$ cat src/rtl/dataflow_pkg.sv
// Shared definitions for the dataflow register bank: bus source codes,
// program counter operations and output register states.
package dataflow_pkg;

  // Source codes above the register range are offsets from NUM_REGS
  localparam int SRC_NONE    = 0;
  localparam int SRC_EXT_OFS = 1;
  localparam int SRC_PCL_OFS = 2;
  localparam int SRC_PCH_OFS = 3;

  typedef enum logic [1:0] {
    PC_HOLD = 2'b00,
    PC_INC  = 2'b01,
    PC_DEC  = 2'b10,
    PC_LOAD = 2'b11
  } pc_op_t;

  typedef enum logic {
    DOR_EMPTY = 1'b0,
    DOR_FULL  = 1'b1
  } dor_state_t;

endpackage

$ cat src/rtl/dataflow_bus_resolver.sv
// Precharged bus model: closed bridges join neighbouring buses into groups,
// every bus in a group carries the wired-AND of its group's drivers, an
// undriven group reads all-ones and two or more drivers in a group flag
// contention. Purely combinational.
module bus_resolver #(
  parameter int NUM_BUSES  = 3,
  parameter int DATA_WIDTH = 8
) (
  input  logic [NUM_BUSES-1:0]            drv,
  input  logic [NUM_BUSES*DATA_WIDTH-1:0] val,
  input  logic [NUM_BUSES-2:0]            bridge,
  output logic [NUM_BUSES*DATA_WIDTH-1:0] bus,
  output logic                            contention
);

  localparam int GW = $clog2(NUM_BUSES);

  logic [GW-1:0]        grp [NUM_BUSES];
  logic [NUM_BUSES-1:0] multi;

  // Label each bus with a group id; an open bridge starts a new group
  always_comb begin
    logic [GW-1:0] cur;
    cur    = '0;
    grp[0] = '0;
    for (int i = 1; i < NUM_BUSES; i++) begin
      if (!bridge[i-1]) begin
        cur = cur + GW'(1);
      end
      grp[i] = cur;
    end
  end

  // Wired-AND all drivers sharing a bus's group and note multiple drivers
  always_comb begin
    logic [DATA_WIDTH-1:0] acc;
    logic                  seen;
    logic                  dup;
    bus   = '1;
    multi = '0;
    acc   = '1;
    seen  = 1'b0;
    dup   = 1'b0;
    for (int i = 0; i < NUM_BUSES; i++) begin
      acc  = '1;
      seen = 1'b0;
      dup  = 1'b0;
      for (int j = 0; j < NUM_BUSES; j++) begin
        if (drv[j] && (grp[j] == grp[i])) begin
          if (seen) begin
            dup = 1'b1;
          end
          seen = 1'b1;
          acc  = acc & val[j*DATA_WIDTH +: DATA_WIDTH];
        end
      end
      bus[i*DATA_WIDTH +: DATA_WIDTH] = acc;
      multi[i] = dup;
    end
  end

  assign contention = |multi;

endmodule

$ cat src/rtl/dataflow_regbank.sv
// CPU internal datapath: general registers, bridged internal buses, program
// counter and a handshaked output register, driven by micro-ops that fire on
// uop_valid & uop_ready. All updates land on the edge ending the fire cycle.
module dataflow_regbank
  import dataflow_pkg::*;
#(
  parameter int DATA_WIDTH = 8,
  parameter int NUM_REGS   = 8,
  parameter int NUM_BUSES  = 3,
  parameter int PC_WIDTH   = 16,
  parameter int SAT_WIDTH  = 16,
  localparam int SRC_W     = $clog2(NUM_REGS + 4),
  localparam int BUS_W     = $clog2(NUM_BUSES)
) (
  input  logic                           clk,
  input  logic                           nrst,
  input  logic                           uop_valid,
  output logic                           uop_ready,
  input  logic [NUM_BUSES*SRC_W-1:0]     uop_src,
  input  logic [NUM_BUSES-2:0]           uop_bridge,
  input  logic [NUM_REGS-1:0]            uop_ld_en,
  input  logic [NUM_REGS*BUS_W-1:0]      uop_ld_bus,
  input  logic [1:0]                     uop_pc_op,
  input  logic                           uop_dor_ld,
  input  logic [BUS_W-1:0]               uop_dor_bus,
  input  logic [DATA_WIDTH-1:0]          ext_rdata,
  input  logic                           ext_rvalid,
  output logic [DATA_WIDTH-1:0]          ext_wdata,
  output logic                           ext_wvalid,
  input  logic                           ext_wready,
  input  logic                           err_clr,
  output logic                           err_contention,
  output logic [SAT_WIDTH-1:0]           stall_cnt,
  output logic [PC_WIDTH-1:0]            pc,
  output logic [NUM_REGS*DATA_WIDTH-1:0] reg_dbg
);

  localparam logic [SRC_W-1:0] CODE_NONE = SRC_W'(SRC_NONE);
  localparam logic [SRC_W-1:0] CODE_EXT  = SRC_W'(NUM_REGS + SRC_EXT_OFS);
  localparam logic [SRC_W-1:0] CODE_PCL  = SRC_W'(NUM_REGS + SRC_PCL_OFS);
  localparam logic [SRC_W-1:0] CODE_PCH  = SRC_W'(NUM_REGS + SRC_PCH_OFS);

  logic [DATA_WIDTH-1:0]           regs_q [NUM_REGS];
  logic [DATA_WIDTH-1:0]           regs_d [NUM_REGS];
  logic [PC_WIDTH-1:0]             pc_q, pc_d;
  logic [DATA_WIDTH-1:0]           dor_data_q, dor_data_d;
  dor_state_t                      dor_state_q, dor_state_d;
  logic                            err_q, err_d;
  logic [SAT_WIDTH-1:0]            stall_q, stall_d;

  logic [NUM_BUSES-1:0]            drv;
  logic [NUM_BUSES*DATA_WIDTH-1:0] drv_val;
  logic [NUM_BUSES*DATA_WIDTH-1:0] bus_flat;
  logic                            contention;
  logic                            need_ext;
  logic                            ext_stall;
  logic                            dor_stall;
  logic                            fire;

  // Out-of-range bus indices see an undriven (all-ones) bus
  function automatic logic [DATA_WIDTH-1:0] pick_bus(
    input logic [BUS_W-1:0]                idx,
    input logic [NUM_BUSES*DATA_WIDTH-1:0] buses
  );
    logic [DATA_WIDTH-1:0] res;
    res = '1;
    for (int b = 0; b < NUM_BUSES; b++) begin
      if (idx == BUS_W'(b)) begin
        res = buses[b*DATA_WIDTH +: DATA_WIDTH];
      end
    end
    return res;
  endfunction

  // Decode each bus's source select into a driven flag and driven value
  always_comb begin
    logic [SRC_W-1:0] src;
    drv      = '0;
    drv_val  = '1;
    need_ext = 1'b0;
    src      = '0;
    for (int b = 0; b < NUM_BUSES; b++) begin
      src = uop_src[b*SRC_W +: SRC_W];
      if (src != CODE_NONE) begin
        for (int r = 0; r < NUM_REGS; r++) begin
          if (src == SRC_W'(r + 1)) begin
            drv[b] = 1'b1;
            drv_val[b*DATA_WIDTH +: DATA_WIDTH] = regs_q[r];
          end
        end
        if (src == CODE_EXT) begin
          drv[b]   = 1'b1;
          need_ext = 1'b1;
          drv_val[b*DATA_WIDTH +: DATA_WIDTH] = ext_rdata;
        end
        if (src == CODE_PCL) begin
          drv[b] = 1'b1;
          drv_val[b*DATA_WIDTH +: DATA_WIDTH] = pc_q[DATA_WIDTH-1:0];
        end
        if (src == CODE_PCH) begin
          drv[b] = 1'b1;
          drv_val[b*DATA_WIDTH +: DATA_WIDTH] = pc_q[PC_WIDTH-1 -: DATA_WIDTH];
        end
      end
    end
  end

  bus_resolver #(
    .NUM_BUSES  (NUM_BUSES),
    .DATA_WIDTH (DATA_WIDTH)
  ) u_bus_resolver (
    .drv        (drv),
    .val        (drv_val),
    .bridge     (uop_bridge),
    .bus        (bus_flat),
    .contention (contention)
  );

  assign ext_stall = need_ext & ~ext_rvalid;
  assign dor_stall = uop_dor_ld & (dor_state_q == DOR_FULL) & ~ext_wready;
  assign uop_ready = ~(ext_stall | dor_stall);
  assign fire      = uop_valid & uop_ready;

  // Register file and program counter updates on a firing micro-op
  always_comb begin
    for (int r = 0; r < NUM_REGS; r++) begin
      regs_d[r] = regs_q[r];
    end
    pc_d = pc_q;
    if (fire) begin
      for (int r = 0; r < NUM_REGS; r++) begin
        if (uop_ld_en[r]) begin
          regs_d[r] = pick_bus(uop_ld_bus[r*BUS_W +: BUS_W], bus_flat);
        end
      end
      case (pc_op_t'(uop_pc_op))
        PC_INC:  pc_d = pc_q + PC_WIDTH'(1);
        PC_DEC:  pc_d = pc_q - PC_WIDTH'(1);
        PC_LOAD: pc_d = {bus_flat[(NUM_BUSES-1)*DATA_WIDTH +: DATA_WIDTH],
                         bus_flat[0 +: DATA_WIDTH]};
        default: pc_d = pc_q;
      endcase
    end
  end

  // Output register: a firing load wins over the consumer draining it
  always_comb begin
    dor_state_d = dor_state_q;
    dor_data_d  = dor_data_q;
    if (fire && uop_dor_ld) begin
      dor_data_d  = pick_bus(uop_dor_bus, bus_flat);
      dor_state_d = DOR_FULL;
    end else if ((dor_state_q == DOR_FULL) && ext_wready) begin
      dor_state_d = DOR_EMPTY;
    end
  end

  // Sticky contention flag (set beats clear) and saturating stall counter
  always_comb begin
    err_d = err_q;
    if (err_clr) begin
      err_d = 1'b0;
    end
    if (fire && contention) begin
      err_d = 1'b1;
    end
    stall_d = stall_q;
    if (uop_valid && !uop_ready && (stall_q != '1)) begin
      stall_d = stall_q + SAT_WIDTH'(1);
    end
  end

  // State flops with asynchronous clear
  always_ff @(posedge clk or negedge nrst) begin
    if (!nrst) begin
      for (int r = 0; r < NUM_REGS; r++) begin
        regs_q[r] <= '0;
      end
      pc_q        <= '0;
      dor_data_q  <= '0;
      dor_state_q <= DOR_EMPTY;
      err_q       <= 1'b0;
      stall_q     <= '0;
    end else begin
      for (int r = 0; r < NUM_REGS; r++) begin
        regs_q[r] <= regs_d[r];
      end
      pc_q        <= pc_d;
      dor_data_q  <= dor_data_d;
      dor_state_q <= dor_state_d;
      err_q       <= err_d;
      stall_q     <= stall_d;
    end
  end

  // Flatten the register file for observation
  always_comb begin
    reg_dbg = '0;
    for (int r = 0; r < NUM_REGS; r++) begin
      reg_dbg[r*DATA_WIDTH +: DATA_WIDTH] = regs_q[r];
    end
  end

  assign ext_wdata      = dor_data_q;
  assign ext_wvalid     = (dor_state_q == DOR_FULL);
  assign err_contention = err_q;
  assign stall_cnt      = stall_q;
  assign pc             = pc_q;

endmodule
$ cat config.mk
export PLATFORM = sky130hd
export DESIGN_NAME = dataflow_regbank
export DESIGN_NICKNAME = d
export VERILOG_FILES = /design/src/rtl/dataflow_pkg.sv /design/src/rtl/dataflow_bus_resolver.sv /design/src/rtl/dataflow_regbank.sv
export SDC_FILE = /design/constraint.sdc
export NUM_CORES = 1
export LEC_CHECK = 0
export CORE_MARGIN = 5
export CORE_UTILIZATION = 53
export CTS_BUF_LIST = sky130_fd_sc_hd__clkbuf_8 sky130_fd_sc_hd__clkbuf_16
export CTS_CLUSTER_DIAMETER = 30
export DETAILED_ROUTE_END_ITERATION = 10
export PLACE_DENSITY = 0.8
export SETUP_SLACK_MARGIN = 0.02
export SLEW_MARGIN = 20
export SYNTH_ARGS = -nofsm -noshare
export SYNTH_HDL_FRONTEND = slang
export SYNTH_SLANG_ARGS = --single-unit
$ cat constraint.sdc
create_clock -name clk -period 2.95 [get_ports clk]
set_input_delay 0.295 -clock clk [delete_from_list [all_inputs] [get_ports clk]]
set_output_delay 0.295 -clock clk [all_outputs]
set_load 0.02 [all_outputs]
# Word level (Yosys, flattened, before mapping)
# Cells that the tools add are included.
# word_totals
latch_bits,0
romBits,0
ramBits,0
mem_count,0
out_inout_bits,107
wordCells,265
reg_bits,106
# classes
reduce_logical,38
div,0
n_lt_le_gt_ge,0
eq_ne,57
multipliers,0
n_addsub,4
n_mux,139
shifts,0
bitwise_logic,14
# op_table
cell,n
two-way mux 8 bit,72
two-way mux 1 bit,65
bitwise AND 8 bit,6
equality test 4 x 3 -> 1 bit (second input constant),12
equality test 4 bit (second input constant),12
one-hot mux 16 bit (3 select lines),1
adder 16 x 1 -> 16 bit (second input constant),2
equality test 4 x 2 -> 1 bit (second input constant),6
equality test 2 bit (second input constant),11
zero test 2 bit,11
equality test 2 x 1 -> 1 bit (second input constant),10
AND reduction 2 bit,9
!= test 16 bit (second input constant),1
subtractor 16 x 1 -> 16 bit (second input constant),1
equality test 4 x 1 -> 1 bit (second input constant),3
nonzero test 4 bit,3
logical AND 1 bit,11
bitwise AND 1 bit,4
equality test 2 bit,2
nonzero test 2 bit,2
NOT 1 bit,3
nonzero test 3 bit,1
OR reduction 3 bit,1
adder 1 x 1 -> 2 bit (second input constant),1
other kinds (2),2

# Logic depth before layout (Yosys ltp)
# Gate-level depths: netlist of run 1.
# logic_depth
depth_word,22
mapped_depth,13

# By module
# A second synthesis of run 1 with hierarchy kept.
# hier_totals
cells_unflattened,1183
area_unflattened_um2,9738.1
# by_module_without_submodules
module,n_inst,cells_each,area_each_um2
dataflow_regbank,1,1084,9188.8
bus_resolver,1,99,549.3

# Worst setup path before layout of run 1
# No wires, ideal clock.
# synth_path
path_type,in2reg
from,input uop_pc_op[0]
to,"register pc_q[15], in the netlist pc[15]"
path_slack_ps,501
path_buffers,0
setup_ps,126
path_stages,11
t_arrival_ps,2323
path_cell_list,nand2b_1 > inv_1 > ha_1 > a21o_1 > nand2_1 > a31oi_1 > a31oi_1 > a21oi_1 > mux2_2 > a21oi_1 > a21oi_1
# synth_between
elab_chain_len,3
# synth_rtl
element,line,text
"start, declared",dataflow_regbank.sv:23,"input logic [1:0] uop_pc_op,"
equality test 2 bit or equality test 2 x 1 -> 1 bit (tied branches),dataflow_regbank.sv:136,case (pc_op_t'(uop_pc_op))
nonzero test 3 bit (no source line),n/a,
AND reduction 2 bit (no source line),n/a,
"end signal, assigned",dataflow_regbank.sv:188,pc_q <= pc_d;
"end, declared",dataflow_regbank.sv:45,"logic [PC_WIDTH-1:0] pc_q, pc_d;"
# Parallel ways exist; a longest one is shown, timed or not.
# A chain may end at the register's enable or synchronous reset.

# Final worst setup path of run 1
# layout_path
from,input uop_src[5]
to,output uop_ready
# layout_between
elab_chain_len,8
# layout_rtl
element,line,text
"start, declared",dataflow_regbank.sv:19,"input logic [NUM_BUSES*SRC_W-1:0] uop_src,"
equality test 4 bit,dataflow_regbank.sv:91,if (src == CODE_EXT) begin
two-way mux 1 bit,dataflow_regbank.sv:91,
two-way mux 1 bit *,dataflow_regbank.sv:84,if (src != CODE_NONE) begin
two-way mux 1 bit,dataflow_regbank.sv:91,
two-way mux 1 bit *,dataflow_regbank.sv:84,
bitwise AND 1 bit *,dataflow_regbank.sv:119,assign ext_stall = need_ext & ~ext_rvalid;
OR 1 bit *,dataflow_regbank.sv:121,assign uop_ready = ~(ext_stall | dor_stall);
NOT 1 bit *,dataflow_regbank.sv:121,
"end, declared",dataflow_regbank.sv:18,"output logic uop_ready,"
# Every way passes the cells marked *; elsewhere a longest branch is shown, timed or not.

==> metrics, run 1 <==
status=finished, final reports clean; synth-to-layout area growth=36.0%; slowest stage delay, CP=0.55 ns; Initial DRT Pass Iterations=6; Worst EP arrival=2.56 ns; Initial Util=53.9%; CTS buffer count=9; final wirelength=40800 µm; antenna violations before repair=0; Cell Area, Placed=12300 µm²; Initial DRC Count=1288; total core area=17300 µm²; Netlist cell types=81; Slowest-stage cell, CP=clkdlybuf4s50_1; Tcrit/Tclk final=96.6%; Req. time, crit path=2.65 ns; die height=143 µm; TritonCTS clock tree=done; maximum capacitance violations=0; pwr dens=704 nW/µm²; first-pass GRT wire length=61100 µm; Die ar.=20300 µm²; Post-Syn Area=9320 µm²; WHS=0.504 ns; skew final=0.0146 ns; Final setup viols=0; warnings from Yosys=0; CP Max Fanout=24; vias=10700; hpwl dp=31300 µm; final global-route overflow total=0; Max Buffers Root-to-Sink=2; Post-synth EDFFs=0; vias per cell=6.86; IO Pins=164; port buffer count=163; Max Fclk=351 MHz; min Tclk post-route=2.85 ns; Crit. End Element=output pin; Rel. slew slack=26.7%; Mean Syn Cell Area=8.94 µm²; leakage power=5.41 nW; final hold vios=0; share of cells above drive strength 1=23.3%; prevailing post-synth register cell=dfrtp_1; H-tree lvl count=3; Slew @ Worst Pin=1.10 ns; DIE WIDTH=143 µm; critical path, cell by cell=clkdlybuf4s50_1 > buf_12 > nor4bb_1 > a221oi_2 > buf_4 > o21ai_2 > inv_2 > buf_4 > clkdlybuf4s50_1; DRC violations left=0; setup TNS=0 ns; ANT cells=0; post-synthesis instance total=1042; final net count=1402; Avg WL per Cell=26.2 µm; DRT antenna net count=0; asr flop ratio synth=100%; syn nets=1117; Worst VDD drop=503 µV; fin area=12700 µm²; Setup CP Type=input port to output pin; clk sinks=106; Worst Setup Start Kind=input port; clk_lat worst skew=0.37 ns; Yosys reg bits=106; GRT Overall Usage=39.3%; Clock Pin Slew Worst Setup and Hold Paths=0.09 ns; number of global-route vias before repair=10500; fill count=1309; root buffer selected by CTS=clkbuf_16; largest net degree at the start of global routing=48; FP Rows=48; Max Transition Viols Final=0; sequential share of the synthesized area=28.5%; gpl congestion=1.11; HP Class=input port to async pin
-- where the power goes --
| group | total, mW | switching, mW | internal [mW] |
|---|---|---|---|
| clock network | 1.26 | 0.664 | 0.592 |
| registers | 2.65 | 0.812 | 1.84 |
| logic | 5.02 | 2.64 | 2.38 |
-- path summary, 6_finish.rpt --
kind	from	end	cells after the start	slack, ns
worst max-delay path	uop_src[5]	uop_ready	9	0.1
worst min-delay path	nrst	reg_dbg[4]	2	0.50
worst max register to register	reg_dbg[21]	reg_dbg[45]	8	0.18
worst min register to register	stall_cnt[7]	stall_cnt[7]	1	0.51
max in group asynchronous	nrst	stall_cnt[15]	3	1.64
min in group clk	stall_cnt[7]	stall_cnt[7]	1	0.51
-- cells in the final DEF (no fill, tap or decap), drive strengths merged, types with 9 or more instances in the layout --
cell type / instances
dfrtp: 106
buf: 201
ha: 17
clkdlybuf4s50: 158
a21o: 10
a211oi: 23
mux2: 40
inv: 34
clkbuf: 9
nand2: 56
nor2b: 31
mux2i: 88
a211o: 10
nand3b: 13
nand2b: 13
o22ai: 77
o21ai: 48
and3: 14
nand3: 13
xnor2: 16
xor2: 11
a21oi: 122
nor2: 52
a221oi: 19
a22oi: 9
nor3: 15
mux4: 14
-- cell type report --
cell class	instances	area [µm²]	share of cell area [%]
Timing Repair Buffer	360	3240	25.5
Clock inverter	7	63.8	0.503
Tap cell	225	282	2.22
Inverter	32	124	0.977
Multi-Input combinational cell	818	6090	48.1
Clock buffer	9	225	1.78
Sequential cell	106	2650	20.9
-- registers in the layout, indices dropped and copies added (netlist names) --
signal	flops
err_contention	1
reg_dbg	64
pc	16
ext_wvalid	1
stall_cnt	16
ext_wdata	8
-- stage by stage --
step	util (%)	setup slack (ns)	cells	power, mW
6_report	73.3	0.0989	1557	8.92
5_1_grt	73.3	-0.0323	1557	9.27
4_1_cts	72.9	0.0939	1552	8.73
3_5_place_dp	71.2	-0.282	1535	7.47
3_3_place_gp	71.2	-0.166	1535	7.41
2_1_floorplan	-	0.501	1042	4.99
-- cells in the mapped netlist (all sizes together) (8+ instances only) --
master,n,share of area (%)
a211o,10,0.94
a211oi,23,2.4
a21o,10,0.81
a21oi,122,6.7
a221o,8,0.86
a221oi,19,2.7
a22oi,9,0.78
a31oi,8,0.54
and2,8,0.54
and3,14,0.94
buf,67,4.4
clkbuf,19,0.77
dfrtp,106,28
ha,17,2.3
inv,31,1.2
mux2,40,4.8
mux2i,88,9.5
mux4,14,3.4
nand2,56,2.3
nand2b,13,0.87
nand3,13,0.70
nand3b,13,1.0
nor2,52,2.1
nor2b,31,2.1
nor3,15,0.81
o21ai,48,2.6
o22ai,77,5.2
xnor2,16,1.5
xor2,11,1.0
-- cell families after synthesis --
logic type | after synthesis | share of synthesized area, %
buffers and inverters | 118 | 6.44
XOR/XNOR | 27 | 2.54
flip-flops | 106 | 28.5
multiplexers | 142 | 17.7
AND/OR/NAND/NOR | 245 | 13.8
adder cells (fa/ha/maj) | 18 | 2.50
AO/OA/AOI/OAI | 386 | 28.6
-- metal layers --
metal | vias to the layer above | part of all wire [%] | GRT usage [%] | routed length (µm)
met2 | 828 | 44 | 59.2 | 17800
met3 | 192 | 13 | 10.4 | 5160
met5 | - | 0 | 0 | 0
li1 | 4553 | - | - | -
met4 | 0 | 5.3 | 18.7 | 2170
met1 | 5105 | 38 | 52.8 | 15700
-- worst max-delay path: cells and delay by family --
family / cells / cell delay (ns)
AO/OA/AOI/OAI: 2 / 0.25
buffers and inverters: 6 / 1.61
AND/OR/NAND/NOR: 1 / 0.38
-- timing repair --
action	CTS	global route
gates resized for setup	0	6
setup buffers	0	5
endpoints found under the setup margin	0	6
endpoints found under the hold margin	44	0
hold buffers	1	0
Power figures use the tool's default switching activity.
==> run 2: changes to the inputs <==
- CORE_UTILIZATION: 53 -> 39
- CTS_CLUSTER_DIAMETER: 30 -> 60
- PLACE_DENSITY: 0.8 -> not set
==> run 2 against run 1 <==
- non-clock buffer count grew 19
- largest power group unchanged
- critical endpoint unchanged
- clock power is essentially flat
- setup slack lost 0.0095 ns
- sequential share of layout area shrank 0.57 points
==> metrics, run 2 (synthesized netlist as in run 1, its figures left out) <==
status=finished, final reports clean; number of global-route vias before repair=9987 (-4.5%); Max Buffers Root-to-Sink=2 (unchanged); vias=10300 (-3.9%); die height=165 µm (+15%); CP Max Fanout=19 (-21%); maximum capacitance violations=0 (unchanged); Max Transition Viols Final=0 (unchanged); final global-route overflow total=0 (unchanged); Worst VDD drop=381 µV (-24%); area of the multi-input gates=6070 µm² (-0.31%); root buffer selected by CTS=clkbuf_16; clk_lat worst skew=0.37 ns (about the same); DRC violations left=0 (unchanged); IO Pins=164 (unchanged); unrepaired setup endpoints after global routing=true; Worst EP arrival=2.57 ns (about the same); utilization after layout=55.5% (-18 points); most frequent cells in the layout=194 x buf_4, 157 x clkdlybuf4s50_1, 119 x a21oi_1; Die ar.=27100 µm² (+33%); synth-to-layout area growth=39.8%; slowest stage delay, CP=0.54 ns (about the same); clk sinks=106 (unchanged); DIE WIDTH=165 µm (+15%); FP Rows=56 (+17%); HP Class=input port to async pin; Initial Util=39.7% (-14 points); Final setup viols=0 (unchanged); Tcrit/Tclk final=97.0% (+0.32 points); Max Fclk=350 MHz (-0.33%); final net count=1421 (+1.4%); ANT cells=0 (unchanged); Avg WL per Cell=25.6 µm (-2.4%); Worst Setup Start Kind=input port; Slew @ Worst Pin=1.10 ns (+0.00545 ns); critical path, cell by cell=clkdlybuf4s50_1 > buf_12 > nor4bb_1 > a221oi_2 > buf_4 > o21ai_2 > inv_2 > buf_12 > clkdlybuf4s50_1; first-pass GRT wire length=63000 µm (+3.1%); DRT antenna net count=0 (unchanged); WHS=0.446 ns (-0.0577 ns); final hold vios=0 (unchanged); commonest non-fill, non-tap cell in the layout=buf_4; TritonCTS clock tree=done; pwr dens=702 nW/µm² (-0.28%); post-CTS setup buffer count=0 (unchanged); antenna violations before repair=0 (unchanged); Largest register FFs=64 (unchanged); Worst Path Buf+Inv=6 (unchanged); total core area=23500 µm² (+36%); port buffer count=163 (unchanged); Initial DRC Count=1121 (-13%); Crit. End Element=output pin; Rel. slew slack=26.4% (-0.23 points); fill count=2217 (+69%); share of cells above drive strength 1=24.1% (+0.78 points); vias per cell=6.14 (-10%); GRT Overall Usage=31.1% (-8.2 points); worst setup margin=0.0895 ns (-0.00948 ns); register area=2650 µm² (unchanged); Crit path max-delay family=buffers and inverters; Initial DRT Pass Iterations=8 (+2); Setup CP Type=input port to output pin; worst slack at placement=-0.118 ns (+0.164 ns); Req. time, crit path=2.65 ns (about the same); min Tclk post-route=2.86 ns (+0.00948 ns); Clock Pin Slew Worst Setup and Hold Paths=0.08 ns (about the same); Slowest-stage cell, CP=clkdlybuf4s50_1; gpl congestion=0.979 (-12%); leakage power=5.56 nW (+2.7%); largest net degree at the start of global routing=53 (+10%); final wirelength=42700 µm (+4.7%); skew final=0.0120 ns (-0.00258 ns); CTS buffer count=9 (unchanged); hpwl dp=33100 µm (+5.5%); H-tree lvl count=3 (unchanged)
==> run 2: final timing paths <==
check                              from            to  slack [ns]  cells past startpoint
max                          uop_src[6]     uop_ready        0.09                      9
min                                nrst    reg_dbg[6]        0.45                      2
max reg2reg                       pc[1]        pc[10]        0.23                     10
min reg2reg                stall_cnt[5]  stall_cnt[5]        0.50                      1
max in group asynchronous          nrst         pc[9]        1.78                      3
min in group clk           stall_cnt[5]  stall_cnt[5]        0.50                      1
==> run 2: layout make-up <==
| type | count | area share [%] |
|---|---|---|
| Multi-Input combinational cell | 818 | 46.6 |
| Timing Repair Buffer | 379 | 26.9 |
| Sequential cell | 106 | 20.4 |
| Tap cell | 319 | 3.06 |
| Clock buffer | 9 | 1.73 |
| Inverter | 32 | 0.922 |
| Clock inverter | 7 | 0.461 |
==> run 2: worst register-to-register path, delay by kind of cell (launching register included) <==
kind | cells | cell delay (ns)
compound gates | 5 | 1.08
flops | 1 | 0.50
fa+ha+maj | 1 | 0.43
simple gates | 2 | 0.22
buf+inv | 1 | 0.21
xor+xnor | 1 | 0.14
==> run 2: through the flow <==
step	area, µm²	TNS (ns)	instances	power, mW
floorplan	9320	0	1042	4.99
global placement	12700	-1.21	1653	7.78
finish	13000	0	1670	9.15
global route	13000	-0.0164	1670	9.56
detailed placement	12700	-2.60	1653	7.82
CTS	13000	0	1670	9.09
==> run 2: what timing repair did <==
item	CTS	global route
hold buffers	1	0
resized for setup	0	1
endpoints found under the hold margin	35	0
endpoints found under the setup margin	0	2
==> run 2: metal layers <==
layer  global-route usage (%)  share of wire (%)
met4                     9.00                3.1
met2                     47.0                 43
met1                     46.0                 44
met5                        0                  0
met3                     4.82                9.1
==> run 2: power by group <==
group	internal [mW]	switching, mW
clock network	0.591	0.666
logic	2.55	2.68
registers	1.84	0.825
==> run 3: changes to the inputs <==
- clock period: 2.95 -> 3.55 ns (I/O delays scaled with it)
==> run 3 against run 2 <==
- via count decreased by 4.6%
- register-to-register slack improved by 0.57 ns
- wire length decreased by 4.5%
- sequential cell count unchanged
- sequential power decreased by 16%
- clock-buffer cell count unchanged
- non-clock buffer count decreased by 114
- largest power group unchanged
- sequential share of layout area increased by 1.8 points
==> metrics, run 3 (synthesized netlist as in run 1, its figures left out) <==
critical path, cell by cell=clkdlybuf4s50_1 > nand2b_1 > inv_1 > ha_1 > a21o_1 > nand2_1 > a31oi_1 > a31oi_1 > a21oi_1 > mux2_2 > a21oi_1 > a21oi_1; CTS buffer count=9 (unchanged); Rel. slew slack=25.5% (-0.93 points); Clock Pin Slew Worst Setup and Hold Paths=0.09 ns (about the same); vias per cell=6.29 (+2.4%); switching power=3.34 mW (-20%); port buffer count=163 (unchanged); Sequential Power Share=31.4% (+2.3 points); switching share of power=46.8% (+1.2 points); Initial DRC Count=1165 (+3.9%); unrepaired setup endpoints after global routing=false; pwr dens=596 nW/µm² (-15%); Clock Power Share=14.8% (+1.1 points); DRT antenna net count=0 (unchanged); area of the multi-input gates=6070 µm² (about the same); Worst Setup SP=uop_pc_op[1]; synth-to-layout area growth=28.7%; skew final=0.0226 ns (+0.0105 ns); Slowest-stage cell, CP=clkdlybuf4s50_1; Resize count post-CTS=0 (unchanged); number of global-route vias before repair=9485 (-5.0%); post-cts hold buffer count=0 (-1); final hold vios=0 (unchanged); worst slack at placement=0.0845 ns (+0.203 ns); Tcrit/Tclk final=88.2%; Max Buffers Root-to-Sink=2 (unchanged); final net count=1307 (-8.0%); largest net degree at the start of global routing=57 (+7.5%); Crit. End Element=flip-flop; min Tclk post-route=3.13 ns; final wirelength=40800 µm (-4.5%); Worst VDD drop=294 µV (-23%); ANT cells=0 (unchanged); setup TNS=0 ns (unchanged); FP Rows=56 (unchanged); Max Fclk=319 MHz; Die ar.=27100 µm² (unchanged); Worst EP arrival=3.39 ns (+0.82 ns); Setup CP Type=input port to flip-flop; root buffer selected by CTS=clkbuf_16; clk sinks=106 (unchanged); fin area=12000 µm² (-8.0%); IO Pins=164 (unchanged); reg2reg setup slack=0.80 ns (+0.57 ns); Initial Util=39.7% (unchanged); die height=165 µm (unchanged); Slew @ Worst Pin=1.12 ns (+0.0140 ns); gpl congestion=1.04 (+6.2%); Comb power frac=53.8% (-3.4 points); register area=2650 µm² (unchanged); GRT Overall Usage=29.5% (-1.6 points); maximum capacitance violations=0 (unchanged); most frequent cells in the layout=157 x clkdlybuf4s50_1, 119 x a21oi_1, 106 x dfrtp_1; total core area=23500 µm² (unchanged); Final setup viols=0 (unchanged); reg-to-reg critical path startpoint=pc[1]; fill count=2247 (+1.4%); post-CTS setup buffer count=0 (unchanged); final global-route overflow total=0 (unchanged); critical path's most frequent cell=a21oi_1; worst setup margin=0.418 ns (+0.328 ns); DRC violations left=0 (unchanged); DIE WIDTH=165 µm (unchanged); status=finished, final reports clean; share of cells above drive strength 1=17.2% (-6.9 points); clk_lat worst skew=0.37 ns (about the same); H-tree lvl count=3 (unchanged); Worst Setup Start Kind=input port; Worst Path Buf+Inv=2 (-4); hpwl dp=31000 µm (-6.3%); Max Transition Viols Final=0 (unchanged); Design Power=7.14 mW (-22%); Internal Power=3.80 mW (-24%); leakage power=4.94 nW (-11%); commonest non-fill, non-tap cell in the layout=clkdlybuf4s50_1; Req. time, crit path=3.80 ns (+1.15 ns); Cell Area, Placed=11700 µm² (-8.2%); Initial DRT Pass Iterations=6 (-2); antenna violations before repair=0 (unchanged); first-pass GRT wire length=60300 µm (-4.2%); Avg WL per Cell=26.2 µm (+2.5%); HP Class=input port to async pin; slowest stage delay, CP=0.57 ns (+0.03 ns); Largest register FFs=64 (unchanged); vias=9790 (-4.6%); Crit path max-delay family=compound AO/OA/AOI/OAI gates; TritonCTS clock tree=done; utilization after layout=51.1% (-4.4 points); CP Max Fanout=15 (-4)
run 3: changes by cell type in the layout (fill, tap and decap cells not counted), sizes merged:
| cell | change |
|---|---|
| buf | -113 |
| dlygate4sd3 | -1 |
run 3: path summary, 6_finish.rpt:
path | endpoint | depth (start not counted)
hold / removal | reg_dbg[22] | 1
hold reg to reg | stall_cnt[10] | 1
max in group asynchronous | pc[1] | 2
setup reg to reg | pc[10] | 10
min in group clk | stall_cnt[10] | 1
setup / recovery | pc[15] | 12
run 3: cell type report:
| class | count | area share, % |
|---|---|---|
| well taps | 319 | 3.33 |
| clock inverters | 7 | 0.647 |
| multi-input cells | 818 | 50.6 |
| repair buffers | 265 | 20.4 |
| inverters | 32 | 1.00 |
| clock buffers | 9 | 1.88 |
| flip-flops and latches | 106 | 22.1 |
run 3: per-layer routing:
| layer | global-route usage, % | part of all wire, % |
|---|---|---|
| met3 | 5.39 | 9.0 |
| met1 | 42.0 | 44 |
| met2 | 45.1 | 44 |
| met5 | 0 | 0 |
| met4 | 10.1 | 3.7 |
run 3: power groups by stage:
stage	Combinational (mW)	Sequential (mW)	Clock, mW
floorplan	1.84	2.30	0
global placement	3.76	2.24	0
detailed placement	3.78	2.23	0
CTS	3.80	2.21	1.06
global route	4.08	2.27	1.11
finish	3.84	2.24	1.06
run 3: per-stage QoR:
| step | cells | hold WS, ns |
|---|---|---|
| global route | 1556 | 0.0857 |
| global placement | 1540 | 0.465 |
| detailed placement | 1540 | 0.464 |
| finish | 1556 | 0.0325 |
| CTS | 1556 | 0.0694 |
| floorplan | 1042 | 0.0594 |
